`src/rtl/miinst_issue_sequencer_pkg.sv`:
```
// ============================================================================
// miinst_issue_sequencer_pkg
//   Shared micro-instruction types, slot indices and sequencer state encoding.
//   Revision: 1.0
// ============================================================================
`default_nettype none

package miinst_issue_sequencer_pkg;

  // Slot positions inside a decoded bundle; index order is issue order
  localparam int MQ_SCALE = 0;
  localparam int MQ_LOAD  = 1;
  localparam int MQ_ARITH = 2;
  localparam int MQ_STORE = 3;
  localparam int MQ_RSRV1 = 4;
  localparam int MQ_RSRV2 = 5;
  localparam int MQ_RSRV3 = 6;
  localparam int MQ_RSRV4 = 7;
  localparam int MQ_N     = 8;

  typedef logic [31:0] addr_t;

  typedef enum logic [3:0] {
    MIOP_NOP   = 4'd0,
    MIOP_SCALE = 4'd1,
    MIOP_LOAD  = 4'd2,
    MIOP_ADD   = 4'd3,
    MIOP_SUB   = 4'd4,
    MIOP_STORE = 4'd5,
    MIOP_MOV   = 4'd6
  } miop_t;

  typedef struct packed {
    miop_t       op;
    logic [4:0]  dst;
    logic [4:0]  src;
    logic [17:0] imm;
  } miinst_t;

  typedef enum logic [0:0] {
    SEQ_IDLE  = 1'b0,
    SEQ_ISSUE = 1'b1
  } seq_state_t;

  function automatic logic is_real(input miinst_t m);
    return (m.op != MIOP_NOP);
  endfunction

endpackage

`default_nettype wire

```
`src/rtl/miinst_slot_pick.sv`:
```
// ============================================================================
// miinst_slot_pick
//   Combinational lowest-set-bit picker: index, one-hot and any-set flag.
//   Revision: 1.0
// ============================================================================
`default_nettype none

module miinst_slot_pick #(
  parameter int N_SLOT = 8
) (
  input  logic [N_SLOT-1:0]         req,
  output logic [$clog2(N_SLOT)-1:0] idx,
  output logic [N_SLOT-1:0]         onehot,
  output logic                      any
);

  localparam int IDX_W = $clog2(N_SLOT);

  // Scanning downward lets the lowest set bit win the last assignment
  always_comb begin
    idx = '0;
    for (int i = N_SLOT - 1; i >= 0; i--) begin
      if (req[i]) begin
        idx = IDX_W'(i);
      end
    end
  end

  assign onehot = req & (~req + N_SLOT'(1));
  assign any    = |req;

endmodule

`default_nettype wire

```
`src/rtl/miinst_issue_sequencer.sv`:
```
// ============================================================================
// miinst_issue_sequencer
//   Drains one decoded bundle of micro-instruction slots into execute, one
//   non-nop slot per cycle, tagging the last one and dropping the rest on flush.
//   Revision: 1.0
// ============================================================================
`default_nettype none

module miinst_issue_sequencer
  import miinst_issue_sequencer_pkg::*;
#(
  parameter int N_SLOT = MQ_N,
  parameter int CNT_W  = 32
) (
  input  logic                       clk,
  input  logic                       rst,
  input  logic                       bundle_valid,
  output logic                       bundle_ready,
  input  miinst_t [N_SLOT-1:0]       bundle,
  input  addr_t                      bundle_pc,
  output logic                       issue_valid,
  input  logic                       issue_ready,
  output miinst_t                    issue_inst,
  output addr_t                      issue_pc,
  output logic [$clog2(N_SLOT)-1:0]  issue_slot,
  output logic                       issue_last,
  input  logic                       flush,
  output logic                       busy,
  output logic [CNT_W-1:0]           issued_cnt
);

  localparam int IDX_W = $clog2(N_SLOT);

  seq_state_t            state;
  logic [N_SLOT-1:0]     pend_mask;
  logic [N_SLOT-1:0]     real_mask;
  miinst_t [N_SLOT-1:0]  held;

  logic [IDX_W-1:0]      first_idx;
  logic [N_SLOT-1:0]     first_oh;
  logic                  first_any;
  logic [IDX_W-1:0]      next_idx;
  logic [N_SLOT-1:0]     next_oh;
  logic                  next_any;

  logic                  accept;
  logic                  fire;
  logic                  last_fire;
  logic [N_SLOT-1:0]     first_rest;
  logic [N_SLOT-1:0]     next_rest;

  generate
    for (genvar g = 0; g < N_SLOT; g++) begin : g_real
      assign real_mask[g] = is_real(bundle[g]);
    end
  endgenerate

  miinst_slot_pick #(.N_SLOT(N_SLOT)) u_pick_first (
    .req    (real_mask),
    .idx    (first_idx),
    .onehot (first_oh),
    .any    (first_any)
  );

  miinst_slot_pick #(.N_SLOT(N_SLOT)) u_pick_next (
    .req    (pend_mask),
    .idx    (next_idx),
    .onehot (next_oh),
    .any    (next_any)
  );

  assign issue_valid = (state == SEQ_ISSUE);
  assign fire        = issue_valid && issue_ready;
  assign last_fire   = fire && !next_any;

  // Ready on the final handshake too, so consecutive bundles issue without a bubble
  assign bundle_ready = !rst && !flush && ((state == SEQ_IDLE) || last_fire);
  assign accept       = bundle_valid && bundle_ready;

  assign busy       = issue_valid && !issue_last;
  assign first_rest = real_mask & ~first_oh;
  assign next_rest  = pend_mask & ~next_oh;

  always_ff @(posedge clk or posedge rst) begin
    if (rst) begin
      state      <= SEQ_IDLE;
      pend_mask  <= '0;
      held       <= '0;
      issue_inst <= '0;
      issue_pc   <= '0;
      issue_slot <= '0;
      issue_last <= 1'b0;
    end else if (flush) begin
      state      <= SEQ_IDLE;
      pend_mask  <= '0;
      issue_last <= 1'b0;
    end else if (accept) begin
      held <= bundle;
      if (first_any) begin
        state      <= SEQ_ISSUE;
        issue_inst <= bundle[first_idx];
        issue_pc   <= bundle_pc;
        issue_slot <= first_idx;
        pend_mask  <= first_rest;
        issue_last <= (first_rest == '0);
      end else begin
        // All-nop bundle is consumed with nothing to issue
        state      <= SEQ_IDLE;
        pend_mask  <= '0;
        issue_last <= 1'b0;
      end
    end else if (fire) begin
      if (next_any) begin
        issue_inst <= held[next_idx];
        issue_slot <= next_idx;
        pend_mask  <= next_rest;
        issue_last <= (next_rest == '0);
      end else begin
        state      <= SEQ_IDLE;
        issue_last <= 1'b0;
      end
    end
  end

  // A handshake still counts in a flush cycle; the consumer decides its fate
  always_ff @(posedge clk or posedge rst) begin
    if (rst) begin
      issued_cnt <= '0;
    end else if (fire) begin
      issued_cnt <= issued_cnt + CNT_W'(1);
    end
  end

endmodule

`default_nettype wire

```
`config.mk`:
```
export PLATFORM = sky130hd
export DESIGN_NAME = miinst_issue_sequencer
export DESIGN_NICKNAME = d
export VERILOG_FILES = /design/src/rtl/miinst_issue_sequencer_pkg.sv /design/src/rtl/miinst_slot_pick.sv /design/src/rtl/miinst_issue_sequencer.sv
export SDC_FILE = /design/constraint.sdc
export NUM_CORES = 1
export LEC_CHECK = 0
export ABC_AREA = 1
export CORE_ASPECT_RATIO = 0.9
export CORE_MARGIN = 2
export CORE_UTILIZATION = 57
export DETAILED_ROUTE_END_ITERATION = 8
export PLACE_DENSITY = 0.89
export SYNTH_ARGS = -nofsm -noshare
export SYNTH_HDL_FRONTEND = slang
export SYNTH_SLANG_ARGS = --single-unit
```
`constraint.sdc`:
```
create_clock -name clk -period 27.3 [get_ports clk]
set_input_delay 8.19 -clock clk [delete_from_list [all_inputs] [get_ports clk]]
set_output_delay 8.19 -clock clk [all_outputs]
set_load 0.02 [all_outputs]
```
==> results by group, run 1 <==
Timing
  • F_max: 55.52 MHz
  • Final setup violating endpoints: 0
  • Worst slew margin relative to its limit: 0.1770
  • Sum Neg Setup Slack: 0 ns
  • Min Tclk post-route: about 18 ns
  • RSZ-0062 raised after global routing: false
  • Post-route setup slack: a little over 9 ns
  • Number of pins exceeding their max-slew limit in the final report: 0
  • Transition at the pin with the smallest max-transition slack: 1.232 ns
  • Clock skew: 0.01709 ns
  • Final-report hold violation count: 0
  • Ratio of final minimum period to clock period: 0.6598

Global route
  • Number of antenna violations at the first check in global routing: 4
  • First-pass GRT wire length: 106600 µm
  • Global-route usage over all layers: 0.3556
  • Remaining global-route overflow: 0
  • Via count of the first global-routing pass: 21145
  • Pin count of the biggest net entering global routing: between 150 and 200

Setup path
  • Slowest CP cell: clkdlybuf4s50_1
  • Crit path launch type: input pin
  • Worst reg2reg endpoint: held[138]$_DFFE_PP0P_
  • Setup crit end kind: output port
  • Worst setup path endpoint: bundle_ready
  • CP cell instances: clkdlybuf4s50_1 > nor2_1 > nand2_1 > inv_1 > clkdlybuf4s50_1
  • Worst Path Arrival: 9.82 ns
  • Slowest stage delay, CP: 0.59 ns
  • Critical path data required time: about 19 ns
  • Critical Path Fanout Max: 2
  • Library cell appearing most often on the critical path: clkdlybuf4s50_1
  • Worst reg-to-reg setup slack: 22.39 ns
  • CP Class: in -> out
  • Crit path from: rst
  • Launching point of the worst reg2reg path: pend_mask[1]$_DFFE_PP0P_
  • Worst Reg-to-Reg Cells: 10

Clock tree
  • Number of hold buffers added after CTS: 0
  • Number of resized instances in the post-cts repair step: 0
  • H-tree lvl count: 2
  • Number of buffers on the longest clock path: 3
  • Clock network latency to the later pin of the worst-skew pair: 0.54 ns
  • Number of buffers created by CTS: 40
  • TritonCTS clock tree: built
  • Sink Count: 364
  • Number of buffers inserted to repair setup after CTS: 0
  • Clock transition at path regs: approximately 0.06 ns
  • Root Driver: clkbuf_16

Logic synthesis
  • Dominant cell by count in the synthesized netlist: nand2_1
  • Post-Syn Area per Cell: approximately 7 µm²
  • Post-Syn Area: roughly 0.02 mm²
  • Fraction of the yosys area taken by sequential cells: 0.4450
  • Number of distinct library cell variants in the gate-level netlist after synthesis: 34
  • Yosys top cell by area: dfrtp_1
  • Number of nets produced by synthesis: 3217
  • Proportion of netlist area held by the largest area contributor: 0.4450
  • Number of warning messages in the yosys log: 0
  • EDFF count, synth: 0
  • Proportion of synthesized flip-flops having asynchronous set or reset: 1.000
  • Number of storage elements in the synthesis netlist: approximately 360
  • Most frequently used flop master after synthesis: dfrtp_1
  • Main area contributors after synthesis: dfrtp_1, nand2_1, nand3_1, o21ai_0, inv_1
  • Most instantiated cells after synthesis: nand2_1, nand3_1, inv_1
  • Post-synthesis cell count: 2923

Finish
  • Final Net Count: 3483
  • Area growth from synthesis to final layout: 25.83%
  • Fraction of final layout cells sized beyond drive strength 1: 0.05288
  • Fin cells: 3688
  • Post-Layout Inst Area: 0.02576 mm²

Place
  • Number of buffers added on ports: 395
  • Half-perimeter wire length after placement: 41050 µm
  • Worst slack at placement: 9.295 ns
  • Number of placed instances, taps included: approximately 3600
  • Post-placement cell area: approximately 0.024 mm²
  • Weighted congestion at the end of routability-driven global placement: 0.8877

Route
  • Number of remaining DRC errors: 0
  • Overall via count from detail_route: 21416
  • DRC marker count from the first detailed-route iteration: 2977
  • Mean number of vias per cell: 5.807
  • First-pass DRT Iterations: 8
  • Count of antenna-violating nets left after detailed routing: 0
  • Final wirelength: 67230 µm
  • Routed wire per std cell: around 18 µm

Die
  • Placeable Area: between 0.03 and 0.04 mm²
  • I/O pins: 396
  • Vertical die dimension: 183.8 µm
  • Initial standard-cell utilization of the core: 0.5813
  • Die width: 203.8 µm
  • Die footprint: 0.03745 mm²
  • Standard-cell row count: 65

Pwr
  • Leakage power total: 0.01311 µW
  • Max IR drop VDD: 0.06013 mV
  • Total power draw: 1794 µW
  • Total power per unit cell area: ~70 mW/mm²

Status
  • Result of the run: complete, no violations

Job
  • Max capacitance violation total: 0

Min path
  • Hold WC Path Type: reg -> reg
## final cells by class
class | instances | area [µm²]
tap | 469 | 586.8
fill | 2565 | 9459
timing repair buffer | 412 | 4094
clock buffer | 53 | 1141
multi-input combinational | 1952 | 9024
sequential | 364 | 9109
inverter | 419 | 1587
clock inverter | 15 | 205.2
antenna | 4 | 10.01
## metal layers
layer  wire [µm]  global-route usage  part of all wire
met5           0                   0                 0
met4        3099              0.1839             0.046
met3        8101             0.06664              0.12
met2       31180              0.5743              0.46
met1       24850              0.4588              0.37
## worst max-delay path, delay by kind of cell
kind | cells | cell delay (ns)
and+or+nand+nor | 2 | 0.44
buffers and inverters | 3 | 1.19
## worst min path at each step
stage	from	end	slack (ns)	depth (start not counted)
6_report	issue_pc[16]$_DFFE_PP0P_	issue_pc[16]$_DFFE_PP0P_	0.48	2
3_3_place_gp	held[136]$_DFFE_PP0P_	held[136]$_DFFE_PP0P_	0.46	2
2_1_floorplan	held[128]$_DFFE_PP0P_	held[128]$_DFFE_PP0P_	0.44	2
5_1_grt	held[127]$_DFFE_PP0P_	held[127]$_DFFE_PP0P_	0.50	2
4_1_cts	held[141]$_DFFE_PP0P_	held[141]$_DFFE_PP0P_	0.48	2
3_5_place_dp	held[141]$_DFFE_PP0P_	held[141]$_DFFE_PP0P_	0.46	2
## power by group
| part | leakage, µW | internal, µW | switching, µW |
|---|---|---|---|
| Combinational | 0.00792 | 220 | 289 |
| Clock | 0.000664 | 340 | 225 |
| Sequential | 0.00452 | 652 | 67.7 |
| Total | 0.0131 | 1210 | 581 |
## per-stage QoR
step	utilization	hold slack [ns]
final	0.7314	0.4786
after floorplan	-	0.4444
after detailed placement	0.6929	0.4640
after global routing	0.7314	0.4962
after global placement	0.6929	0.4577
after CTS	0.7311	0.4782
## sequential cells by signal (all words and copies together) (netlist names)
| name | cells |
|---|---|
| issue_valid | 1 |
| issue_inst | 32 |
| issued_cnt | 32 |
| issue_slot | 3 |
| issue_last | 1 |
| issue_pc | 32 |
| pend_mask | 7 |
| held | 256 |
## cells in the final DEF (no fill, tap or decap), types with 6 or more instances in the layout
cell,instances
dfrtp_1,364
clkbuf_8,7
inv_1,408
buf_4,16
nand2_4,6
nand3b_1,41
clkdlybuf4s50_1,395
xor2_1,17
clkbuf_16,41
clkinv_2,9
xnor2_1,11
nand4_1,9
o22ai_1,7
inv_2,7
nand2_1,851
nor2_1,85
nand3_1,453
o21ai_0,323
nor3_1,11
a21oi_1,49
or2_2,59
## cell families (layout without fill, tap and decap cells)
logic type	count (synthesis)	in the layout	synth area share
AND/OR/NAND/NOR	1534	1534	0.3291
AO/OA/AOI/OAI	389	389	0.09682
flip-flops	364	364	0.4450
buffers and inverters	607	899	0.1165
XOR/XNOR	28	28	0.01198
adder cells (fa/ha/maj)	1	1	0.0006111
other	0	4	0
(Power assumes the default switching activity.)
==> run 2: changes to the inputs <==
--- a/config.mk
+++ b/config.mk
@@ -8,9 +8,9 @@
 export ABC_AREA = 1
 export CORE_ASPECT_RATIO = 0.9
 export CORE_MARGIN = 2
-export CORE_UTILIZATION = 57
+export CORE_UTILIZATION = 53
 export DETAILED_ROUTE_END_ITERATION = 8
-export PLACE_DENSITY = 0.89
+export PLACE_DENSITY = 0.83
 export SYNTH_ARGS = -nofsm -noshare
 export SYNTH_HDL_FRONTEND = slang
 export SYNTH_SLANG_ARGS = --single-unit
==> constraint.sdc (replaced) <==
create_clock -name clk -period 16.9 [get_ports clk]
set_input_delay 5.07 -clock clk [delete_from_list [all_inputs] [get_ports clk]]
set_output_delay 5.07 -clock clk [all_outputs]
set_load 0.02 [all_outputs]
==> results by group, run 2 (same netlist as run 1, synthesis figures left out) <==
Die
  • Standard-cell row count: 68
  • I/O pins: 396
  • Initial standard-cell utilization of the core: 0.5358
  • Die footprint: 0.04021 mm²
  • Placeable Area: 0.03820 mm²
  • Vertical die dimension: 190.4 µm
  • Die width: 211.2 µm

Global route
  • Via count of the first global-routing pass: 20440
  • Global-route usage over all layers: 0.3300
  • Pin count of the biggest net entering global routing: around 180
  • First-pass GRT wire length: 106200 µm
  • Number of antenna violations at the first check in global routing: 11
  • Remaining global-route overflow: 0

Route
  • Number of remaining DRC errors: 0
  • Overall via count from detail_route: roughly 21000
  • Mean number of vias per cell: 5.647
  • Final wirelength: a little under 70000 µm
  • DRC marker count from the first detailed-route iteration: between 2000 and 3000
  • Routed wire per std cell: 18.13 µm
  • Count of antenna-violating nets left after detailed routing: 0
  • First-pass DRT Iterations: 6

Place
  • Post-placement cell area: 0.02443 mm²
  • Worst slack at placement: 5.160 ns
  • Weighted congestion at the end of routability-driven global placement: 0.8639
  • Number of buffers added on ports: roughly 400
  • Half-perimeter wire length after placement: around 41000 µm

Finish
  • Most common cell after layout, fill and taps aside: nand2_1
  • Commonest cells after routing, fill and taps aside: nand2_1, nand3_1, inv_1
  • Register name with the most flops: held
  • Number of flip-flops under the largest register name: 256
  • Fraction of final layout cells sized beyond drive strength 1: 0.05409
  • Final Net Count: 3483
  • Area growth from synthesis to final layout: 26.24%
  • Post-Layout Inst Area: 0.02584 mm²

Clock tree
  • Clock transition at path regs: roughly 0.06 ns
  • Sink Count: 364
  • Number of resized instances in the post-cts repair step: 0
  • Number of buffers on the longest clock path: 3
  • Number of buffers created by CTS: 40
  • Root Driver: clkbuf_16
  • Clock network latency to the later pin of the worst-skew pair: between 0.5 and 0.6 ns
  • Number of hold buffers added after CTS: 0
  • TritonCTS clock tree: built
  • Number of buffers inserted to repair setup after CTS: 0
  • H-tree lvl count: 2

Min path
  • Hold WC Path Type: reg -> reg
  • Source of the worst hold timing path: held[214]$_DFFE_PP0P_

Pwr
  • Leakage power total: 0.01312 µW
  • Total power per unit cell area: roughly 110 mW/mm²
  • Max IR drop VDD: roughly 0.064 mV
  • Total power draw: 2911 µW

Timing
  • Post-route setup slack: 5.111 ns
  • Transition at the pin with the smallest max-transition slack: 1.312 ns
  • Sum Neg Setup Slack: 0 ns
  • Number of pins exceeding their max-slew limit in the final report: 0
  • RSZ-0062 raised after global routing: false
  • Clock skew: 0.01385 ns
  • Ratio of final minimum period to clock period: 0.6976
  • Final setup violating endpoints: 0
  • Min Tclk post-route: 11.79 ns
  • F_max: approximately 85 MHz
  • Worst slew margin relative to its limit: 0.1229
  • Final-report hold violation count: 0

Setup path
  • CP Class: in -> out
  • Crit path launch type: input pin
  • Critical path data required time: roughly 12 ns
  • Worst reg-to-reg setup slack: 12.95 ns
  • Worst Path Arrival: 6.72 ns
  • Critical Path Fanout Max: 2
  • Setup crit end kind: output port
  • Crit path from: rst
  • Launching point of the worst reg2reg path: pend_mask[1]$_DFFE_PP0P_

Job
  • Max capacitance violation total: 0

Status
  • Result of the run: complete, no violations
## run 2: through the flow
step                      hold WS [ns]  std cells    util
after floorplan                 0.4444       2923       -
after global placement          0.4571       3637  0.6394
after detailed placement        0.4635       3637  0.6394
after CTS                       0.4778       3707  0.6758
after global routing            0.4928       3715  0.6764
final                           0.4757       3716  0.6764
## run 2: final timing paths
kind,endpoint,cells after the start
setup / recovery,bundle_ready,5
hold / removal,held[214]$_DFFE_PP0P_,2
setup reg to reg,issue_inst[19]$_DFFE_PP0P_,14
hold reg to reg,held[214]$_DFFE_PP0P_,2
max in group asynchronous,held[171]$_DFFE_PP0P_,3
min in group asynchronous,issued_cnt[14]$_DFFE_PP0P_,2
## run 2: cell type report
class / instances / area [µm²]
Antenna cell: 9 / 22.52
Clock buffer: 51 / 1134
Clock inverter: 19 / 259.0
Fill cell: 3083 / 12360
Inverter: 419 / 1587
Multi-Input combinational cell: 1952 / 9024
Sequential cell: 364 / 9109
Tap cell: 490 / 613.1
Timing Repair Buffer: 412 / 4094
## run 2: critical path, cell delays in order
cell and delay, ns:
clkdlybuf4s50_1 0.55, nor2_1 0.30, nand2_1 0.13, inv_1 0.07, clkdlybuf4s50_1 0.60
## run 2: power by group
group | leakage (µW) | internal (µW) | switching (µW) | total, µW
Combinational | 0.00792 | 356 | 460 | 816
Clock | 0.000680 | 566 | 371 | 937
Sequential | 0.00452 | 1050 | 105 | 1160
Total | 0.0131 | 1970 | 936 | 2910
## run 2: layer usage
layer | wire length [µm] | share of wire | GRT usage | up-vias
met1 | 26330 | 0.39 | 0.4294 | 9809
met2 | 31360 | 0.47 | 0.5343 | 1214
met4 | 3045 | 0.045 | 0.1587 | 4
li1 | - | - | - | 9728
met5 | 26 | 0.00039 | 0 | -
met3 | 6616 | 0.098 | 0.06110 | 231
